==> src/rtl/mod_arbiter_pkg.sv <==
// Shared definitions for the modulo-datapath arbiter: default widths,
// FSM state encoding and a width helper.
package mod_arbiter_pkg;

  localparam int unsigned DEF_N_REQ     = 2;
  localparam int unsigned DEF_WIDTH_IN  = 16;
  localparam int unsigned DEF_WIDTH_OUT = 32;
  localparam int unsigned DEF_MOD_LAT   = 1;

  typedef enum logic [1:0] {
    ST_IDLE = 2'd0,
    ST_WAIT = 2'd1,
    ST_RESP = 2'd2
  } arb_state_e;

  // Bits needed to hold values 0..n-1, never less than one bit.
  function automatic int unsigned min1_clog2(input int unsigned n);
    return (n <= 1) ? 1 : $clog2(n);
  endfunction

endpackage

==> src/rtl/mod_arbiter_rr_pick.sv <==
// Combinational round-robin selector.
//   req       : pending request vector
//   ptr       : highest-priority requester index this cycle
//   grant     : one-hot grant of the first set bit scanning ptr, ptr+1, ... mod N_REQ
//   idx       : binary index of the granted requester
//   any_valid : at least one request pending
module mod_arbiter_rr_pick #(
  parameter int unsigned N_REQ = 2,
  parameter int unsigned ID_W  = 1
) (
  input  logic [N_REQ-1:0] req,
  input  logic [ID_W-1:0]  ptr,
  output logic [N_REQ-1:0] grant,
  output logic [ID_W-1:0]  idx,
  output logic             any_valid
);

  // Walk the requesters in rotated order; first hit wins.
  always_comb begin
    int unsigned k;
    grant     = '0;
    idx       = '0;
    any_valid = 1'b0;
    k         = 0;
    for (int unsigned off = 0; off < N_REQ; off++) begin
      k = (32'(ptr) + off) % N_REQ;
      if (!any_valid && req[k]) begin
        any_valid = 1'b1;
        grant[k]  = 1'b1;
        idx       = ID_W'(k);
      end
    end
  end

endmodule

==> src/rtl/mod_arbiter.sv <==
// Shares one combinational modulo datapath between N_REQ requesters.
// Round-robin grant in IDLE, operands registered onto mod_p/mod_q, a fixed
// MOD_LAT-cycle wait, then one tagged response on a valid/ready channel.
//   req_valid/req_ready/req_p/req_q : per-requester operand channels (packed)
//   rsp_valid/rsp_ready/rsp_id/rsp_result/rsp_div_zero : response channel
//   mod_p/mod_q -> external Modulo inputs, mod_result/mod_div_zero <- outputs
module mod_arbiter
  import mod_arbiter_pkg::*;
#(
  parameter  int unsigned N_REQ     = DEF_N_REQ,
  parameter  int unsigned WIDTH_IN  = DEF_WIDTH_IN,
  parameter  int unsigned WIDTH_OUT = DEF_WIDTH_OUT,
  parameter  int unsigned MOD_LAT   = DEF_MOD_LAT,
  localparam int unsigned ID_W      = min1_clog2(N_REQ)
) (
  input  logic                      clk,
  input  logic                      rst_n,
  input  logic [N_REQ-1:0]          req_valid,
  output logic [N_REQ-1:0]          req_ready,
  input  logic [N_REQ*WIDTH_IN-1:0] req_p,
  input  logic [N_REQ*WIDTH_IN-1:0] req_q,
  output logic                      rsp_valid,
  input  logic                      rsp_ready,
  output logic [ID_W-1:0]           rsp_id,
  output logic [WIDTH_OUT-1:0]      rsp_result,
  output logic                      rsp_div_zero,
  output logic [WIDTH_IN-1:0]       mod_p,
  output logic [WIDTH_IN-1:0]       mod_q,
  input  logic [WIDTH_OUT-1:0]      mod_result,
  input  logic                      mod_div_zero
);

  localparam int unsigned CNT_W = min1_clog2(MOD_LAT);

  arb_state_e           state_q, state_d;
  logic [ID_W-1:0]      rr_ptr_q, rr_ptr_d;
  logic [CNT_W-1:0]     cnt_q, cnt_d;
  logic                 bubble_q, bubble_d;
  logic [WIDTH_IN-1:0]  mod_p_q, mod_p_d;
  logic [WIDTH_IN-1:0]  mod_q_q, mod_q_d;
  logic                 rsp_valid_q, rsp_valid_d;
  logic [ID_W-1:0]      rsp_id_q, rsp_id_d;
  logic [WIDTH_OUT-1:0] rsp_result_q, rsp_result_d;
  logic                 rsp_div_zero_q, rsp_div_zero_d;

  logic [N_REQ-1:0]     pick_grant;
  logic [ID_W-1:0]      pick_idx;
  logic                 pick_any;
  logic [WIDTH_IN-1:0]  sel_p, sel_q;

  mod_arbiter_rr_pick #(
    .N_REQ (N_REQ),
    .ID_W  (ID_W)
  ) u_rr_pick (
    .req       (req_valid),
    .ptr       (rr_ptr_q),
    .grant     (pick_grant),
    .idx       (pick_idx),
    .any_valid (pick_any)
  );

  // Operands of the candidate winner.
  assign sel_p = req_p[WIDTH_IN*pick_idx +: WIDTH_IN];
  assign sel_q = req_q[WIDTH_IN*pick_idx +: WIDTH_IN];

  // Next-state and grant logic.
  always_comb begin
    state_d        = state_q;
    rr_ptr_d       = rr_ptr_q;
    cnt_d          = cnt_q;
    bubble_d       = 1'b0;
    mod_p_d        = mod_p_q;
    mod_q_d        = mod_q_q;
    rsp_valid_d    = rsp_valid_q;
    rsp_id_d       = rsp_id_q;
    rsp_result_d   = rsp_result_q;
    rsp_div_zero_d = rsp_div_zero_q;
    req_ready      = '0;

    unique case (state_q)
      ST_IDLE: begin
        // The first IDLE cycle after a response handshake is a bubble.
        if (!bubble_q && pick_any) begin
          req_ready = pick_grant;
          mod_p_d   = sel_p;
          mod_q_d   = sel_q;
          rsp_id_d  = pick_idx;
          rr_ptr_d  = (pick_idx == ID_W'(N_REQ - 1)) ? '0 : pick_idx + ID_W'(1);
          if (sel_q == '0) begin
            // Divide-by-zero needs no datapath time.
            state_d        = ST_RESP;
            rsp_valid_d    = 1'b1;
            rsp_result_d   = '0;
            rsp_div_zero_d = 1'b1;
          end else begin
            state_d = ST_WAIT;
            cnt_d   = CNT_W'(MOD_LAT - 1);
          end
        end
      end
      ST_WAIT: begin
        if (cnt_q == '0) begin
          state_d        = ST_RESP;
          rsp_valid_d    = 1'b1;
          rsp_result_d   = mod_result;
          rsp_div_zero_d = mod_div_zero;
        end else begin
          cnt_d = cnt_q - CNT_W'(1);
        end
      end
      ST_RESP: begin
        if (rsp_ready) begin
          state_d     = ST_IDLE;
          rsp_valid_d = 1'b0;
          bubble_d    = 1'b1;
        end
      end
      default: begin
        state_d     = ST_IDLE;
        rsp_valid_d = 1'b0;
      end
    endcase
  end

  // State and output registers.
  always_ff @(posedge clk or negedge rst_n) begin
    if (!rst_n) begin
      state_q        <= ST_IDLE;
      rr_ptr_q       <= '0;
      cnt_q          <= '0;
      bubble_q       <= 1'b0;
      mod_p_q        <= '0;
      mod_q_q        <= '0;
      rsp_valid_q    <= 1'b0;
      rsp_id_q       <= '0;
      rsp_result_q   <= '0;
      rsp_div_zero_q <= 1'b0;
    end else begin
      state_q        <= state_d;
      rr_ptr_q       <= rr_ptr_d;
      cnt_q          <= cnt_d;
      bubble_q       <= bubble_d;
      mod_p_q        <= mod_p_d;
      mod_q_q        <= mod_q_d;
      rsp_valid_q    <= rsp_valid_d;
      rsp_id_q       <= rsp_id_d;
      rsp_result_q   <= rsp_result_d;
      rsp_div_zero_q <= rsp_div_zero_d;
    end
  end

  assign mod_p        = mod_p_q;
  assign mod_q        = mod_q_q;
  assign rsp_valid    = rsp_valid_q;
  assign rsp_id       = rsp_id_q;
  assign rsp_result   = rsp_result_q;
  assign rsp_div_zero = rsp_div_zero_q;

endmodule
==> config.mk <==
export PLATFORM = sky130hd
export DESIGN_NAME = mod_arbiter
export DESIGN_NICKNAME = d
export VERILOG_FILES = /design/src/rtl/mod_arbiter_pkg.sv /design/src/rtl/mod_arbiter_rr_pick.sv /design/src/rtl/mod_arbiter.sv
export SDC_FILE = /design/constraint.sdc
export NUM_CORES = 1
export LEC_CHECK = 0
export CORE_MARGIN = 2
export CORE_UTILIZATION = 30
export CTS_BUF_LIST = sky130_fd_sc_hd__clkbuf_4 sky130_fd_sc_hd__clkbuf_8
export DETAILED_ROUTE_END_ITERATION = 8
export PLACE_DENSITY_LB_ADDON = 0.05
export SLEW_MARGIN = 30
export SYNTH_ARGS = -nofsm -noshare
export SYNTH_HDL_FRONTEND = slang
export SYNTH_SLANG_ARGS = --single-unit
==> constraint.sdc <==
create_clock -name clk -period 3.3 [get_ports clk]
set_input_delay 0.99 -clock clk [delete_from_list [all_inputs] [get_ports clk]]
set_output_delay 0.99 -clock clk [all_outputs]
set_load 0.03 [all_outputs]
After elaboration in Yosys (flattened, before gate mapping):

Cells that the tools add are included.

* register bits after elaboration: 72
* input bits: 102
* output and inout port bits: 69

* $add $sub $neg: 3
* order comparisons: 4
* eq/ne operators: 7
* shift operators: 2
* muxes and demuxes: 39
* bitwise operators: 1
* reduce and logical (&&, ||, !) cells: 14

Operators by type and width (count)
* 32-bit 2-to-1 mux: 3
* 32-bit one-hot mux with 2 select lines: 1
* 32-bit by 6-bit indexed part select with 16-bit output: 2
* 1-bit 2-to-1 mux: 21
* 16-bit logical NOT: 1
* 2-bit 2-to-1 mux: 8
* 2-bit inequality test, second input constant: 5
* 4-bit AND reduction: 2
* 2-bit one-hot mux with 3 select lines: 1
* 3-bit AND reduction: 2
* 1-bit logical AND: 4
* 1-bit by 2-bit < comparator with 1-bit output, second input constant: 2
* 1-bit one-hot mux with 2 select lines: 2
* 1-bit one-hot mux with 3 select lines: 1
* 1-bit adder, second input constant: 2
* 1-bit demux with 1-bit select: 2
* 2-bit by 1-bit equality test with 1-bit output, second input constant: 1
* 2-bit equality test, second input constant: 1
* 1-bit greater-or-equal comparator, second input constant: 2
* 1-bit logical NOT: 2
* 2-bit logical NOT: 1
* 2-bit OR: 1
* 2-bit AND reduction: 1
* 2-bit nonzero test: 1
* 1-bit subtractor, second input constant: 1

Longest topological paths before layout:

* depth after elaboration: 11
* gate-level depth with buffers: 6

Cells and area by module:

From an unflattened synthesis, not the netlist that was laid out.

* cells, all modules: 324
* area, all modules: 3173.0 µm²

Modules (own cells, without submodules)
* mod_arbiter: instances 1, cells an instance 319, area each 3140.5 µm²
* mod_arbiter_rr_pick: instances 1, cells an instance 5, area each 32.5 µm²

Least setup slack after synthesis:

Ideal clock, no wire load.

* path type: in2out
* start point: in req_valid[0]
* end point: out req_ready[0]
* arrival time: 2113 ps
* setup slack: 197 ps
* stages on the path: 4
* path buffers: 1
* cell sequence: inv_1 -> a2111o_1 -> buf_2 -> nor2b_1

* longest elaborated chain between the ends: 9
* elaborated cells between the ends (all ways): 14

RTL lines
* from (decl): RTL line mod_arbiter.sv:18 `input logic [N_REQ-1:0] req_valid,`
* 1-bit 2-to-1 mux (implied by the code) (2 in a row): RTL line mod_arbiter_rr_pick.sv:27 `if (!any_valid && req[k]) begin`
* 1-bit 2-to-1 mux: RTL line mod_arbiter_rr_pick.sv:27
* 1-bit logical NOT: RTL line mod_arbiter_rr_pick.sv:27
* 1-bit logical AND: RTL line mod_arbiter_rr_pick.sv:27
* 1-bit 2-to-1 mux: RTL line mod_arbiter_rr_pick.sv:27
* 1-bit logical AND: RTL line mod_arbiter.sv:83 `if (!bubble_q && pick_any) begin`
* 2-bit 2-to-1 mux (*): RTL line mod_arbiter.sv:83
* 2-bit 2-to-1 mux (*): RTL line mod_arbiter.sv:80 `unique case (state_q)`
* to (decl): RTL line mod_arbiter.sv:19 `output logic [N_REQ-1:0] req_ready,`

Every way passes the cells marked *; elsewhere a longest branch is shown, timed or not. The select of a mux whose other input is x is not followed.

Worst setup path after layout:

* start point: in req_valid[1]
* end point: out req_ready[1]

The elaborated chain is that of the path after synthesis.

==> results.json <==
{
  "status": "complete, no violations",
  "powerDensity_mw_per_mm2": 943,
  "clk_pin_slew_worst_paths_ps": 70,
  "synthArstFlopShare_pct": 100,
  "fin_util_pct": 50.9,
  "synthTopCellsByArea": "dfrtp_1 (57%), nand2_1 (12%), mux2i_1 (10%)",
  "setup_viol": 0,
  "crit_arrival_ps": 2000,
  "ys_warn_count": 0,
  "maxCapViolCount": 0,
  "syn_area_mm2": 0.00311,
  "die_area_mm2": 0.0112,
  "grt_overflow_total": 0,
  "core_mm2": 0.0102,
  "holdCritPathClass": "flop to flop",
  "finalCritPeriodShare_pct": 90.5,
  "final_hold_viol_count": 0,
  "ys_seq_area_share_pct": 57.1,
  "cts-root-buf": "clkbuf_8",
  "cts_tree": "done",
  "drtIter0Drc": 61,
  "clock_latency_ps": 330,
  "synth_top_area_share_pct": 57.1,
  "grt_pass1_vias": 2866,
  "hold_ws_ps": 479,
  "cts-htree-levels": 3,
  "synth_top_cell_by_area": "dfrtp_1",
  "vias_per_cell": 4.53,
  "cp_max_fo": 3,
  "hold_buffers": 0,
  "syn_inst": 318,
  "antenna_found_initial": 0,
  "port-buffer-count": 170,
  "yosys-top-cells-count": "nand2_1 (96), dfrtp_1 (71), o21ai_0 (57)",
  "die_w_um": 106,
  "initial_core_util_pct": 30.6,
  "vdd_ir_drop_max_mv": 0.344,
  "first_pass_iters": 4,
  "antenna-diode-count": 0,
  "dpl.hpwl_um": 6510,
  "rsz0062_at_grt": "no",
  "wirelength_met1_um": 3820,
  "post-route-min-period_ps": 2990,
  "route.vias.total": 2849,
  "place_inst": 612,
  "nFillCells": 981,
  "highest_layer": "met4",
  "synth_most_common_cell": "nand2_1",
  "fin_nets": 590,
  "grt_max_degree": 72,
  "rows": 37,
  "wire_per_inst_um": 14.2,
  "worst_pin_slew_ps": 666,
  "p_leak_nw": 2.28,
  "grt_pass1_wl_um": 14200,
  "ant_nets": 0,
  "drcViolationCount": 0,
  "clockBufferDepth": 2,
  "cp.required_ps": 2310,
  "skew_ps": 5.20,
  "dieHeight_um": 106,
  "yosysUniqueCellTypes": 26,
  "critPathLaunchType": "primary input",
  "synth-edff-count": 0,
  "crit_type": "primary input to primary output",
  "area_growth_pct": 66.5,
  "wl_met3_um": 976,
  "fin_tns_setup_ps": 0,
  "ys.flop_type": "dfrtp_1",
  "dr_wl_met2_um": 4040,
  "drive_gt1_share_pct": 7.30,
  "slew_headroom_pct": 55.6,
  "grt_usage_pct": 16.0,
  "fin_cells": 629,
  "pin_count": 171,
  "cts_made_buffers": 9,
  "gp_congestion": 0.704,
  "synth_area_per_cell_um2": 9.79,
  "synth_fp_nets": 420,
  "slew_violations": 0,
  "wl_um": 8960,
  "fmax_ghz": 0.335,
  "clock-sinks": 71,
  "worstSetupEndpointType": "primary output",
  "synth_seq_cells": 71
}
[worst max-delay path, stage by stage]
cell and delay, ps:
dlygate4sd2_1 210, inv_1 50, a2111o_2 460, nor2_2 110, buf_4 170
[cells in the final DEF (no fill, tap or decap), drive strengths merged, types with 2 or more instances in the layout]
cell and n:
clkbuf 12, mux2i 32, and4 2, dfrtp 71, nor4 8, inv 3
buf 13, nor2b 3, nand2 96, nand2b 3, clkinv 3, o21ai 67
clkdlybuf4s50 165, a2111oi 2
[repair_timing]
action | 4_1_cts | 5_1_grt
setup buffers | 1 | 0
endpoints found under the setup margin | 2 | 1
hold endpoints to repair | 0 | 0
resized for setup | 1 | 3
pin swaps | 1 | 1
[routing by layer]
layer	track usage [%]	vias to the layer above
met1	20.0	1294
li1	-	1425
met3	7.48	12
met4	4.98	0
met5	0	-
met2	24.8	118
[where the power goes]
part	internal (mW)	switching, mW
clock	0.383	0.318
sequential	1.30	0.235
combinational	1.09	1.56
total	2.77	2.12
[final cells by class]
cell class | instances | area [um^2] | area share [%]
Inverter | 3 | 11.3 | 0.217
Tap cell | 136 | 170 | 3.28
Clock inverter | 4 | 45.0 | 0.869
Clock buffer | 12 | 153 | 2.94
Timing Repair Buffer | 180 | 1790 | 34.5
Sequential cell | 71 | 1780 | 34.3
Multi-Input combinational cell | 223 | 1240 | 23.9
[path summary, 6_finish.rpt]
path | from | to | slack [ps] | cells past startpoint
worst max-delay path | req_valid[1] | req_ready[1] | 310 | 5
worst min-delay path | mod_q[8] | mod_q[8] | 480 | 2
worst max register to register | state_q[1] | rsp_result[8] | 1580 | 4
worst min register to register | mod_q[8] | mod_q[8] | 480 | 2
max in group asynchronous | rst_n | mod_q[14] | 2200 | 1
min in group asynchronous | rst_n | rsp_result[14] | 660 | 1
[flip-flops by register name, summed over array words and instances (netlist names)]
signal / count
mod_q: 16
rr_ptr_q: 1
rsp_result: 32
rsp_div_zero: 1
mod_p: 16
state_q: 2
rsp_valid: 1
rsp_id: 1
bubble_q: 1
[logic make-up after synthesis]
family,Yosys count,synth area share (%)
flops,71,57.1
simple gates,116,15.9
buf+inv,24,3.86
mux,32,10.3
compound gates,75,12.9
[stage by stage]
step / setup WS [ps] / power, mW / cell area, um^2
2_1_floorplan: 197 / 3.04 / 3110
3_3_place_gp: -31.7 / 4.18 / 4960
3_5_place_dp: -49.6 / 4.23 / 4970
4_1_cts: 0.907 / 4.95 / 5170
5_1_grt: 236 / 5.23 / 5180
6_report: 314 / 4.89 / 5180
No activity file was read; power rests on OpenSTA's default activity.
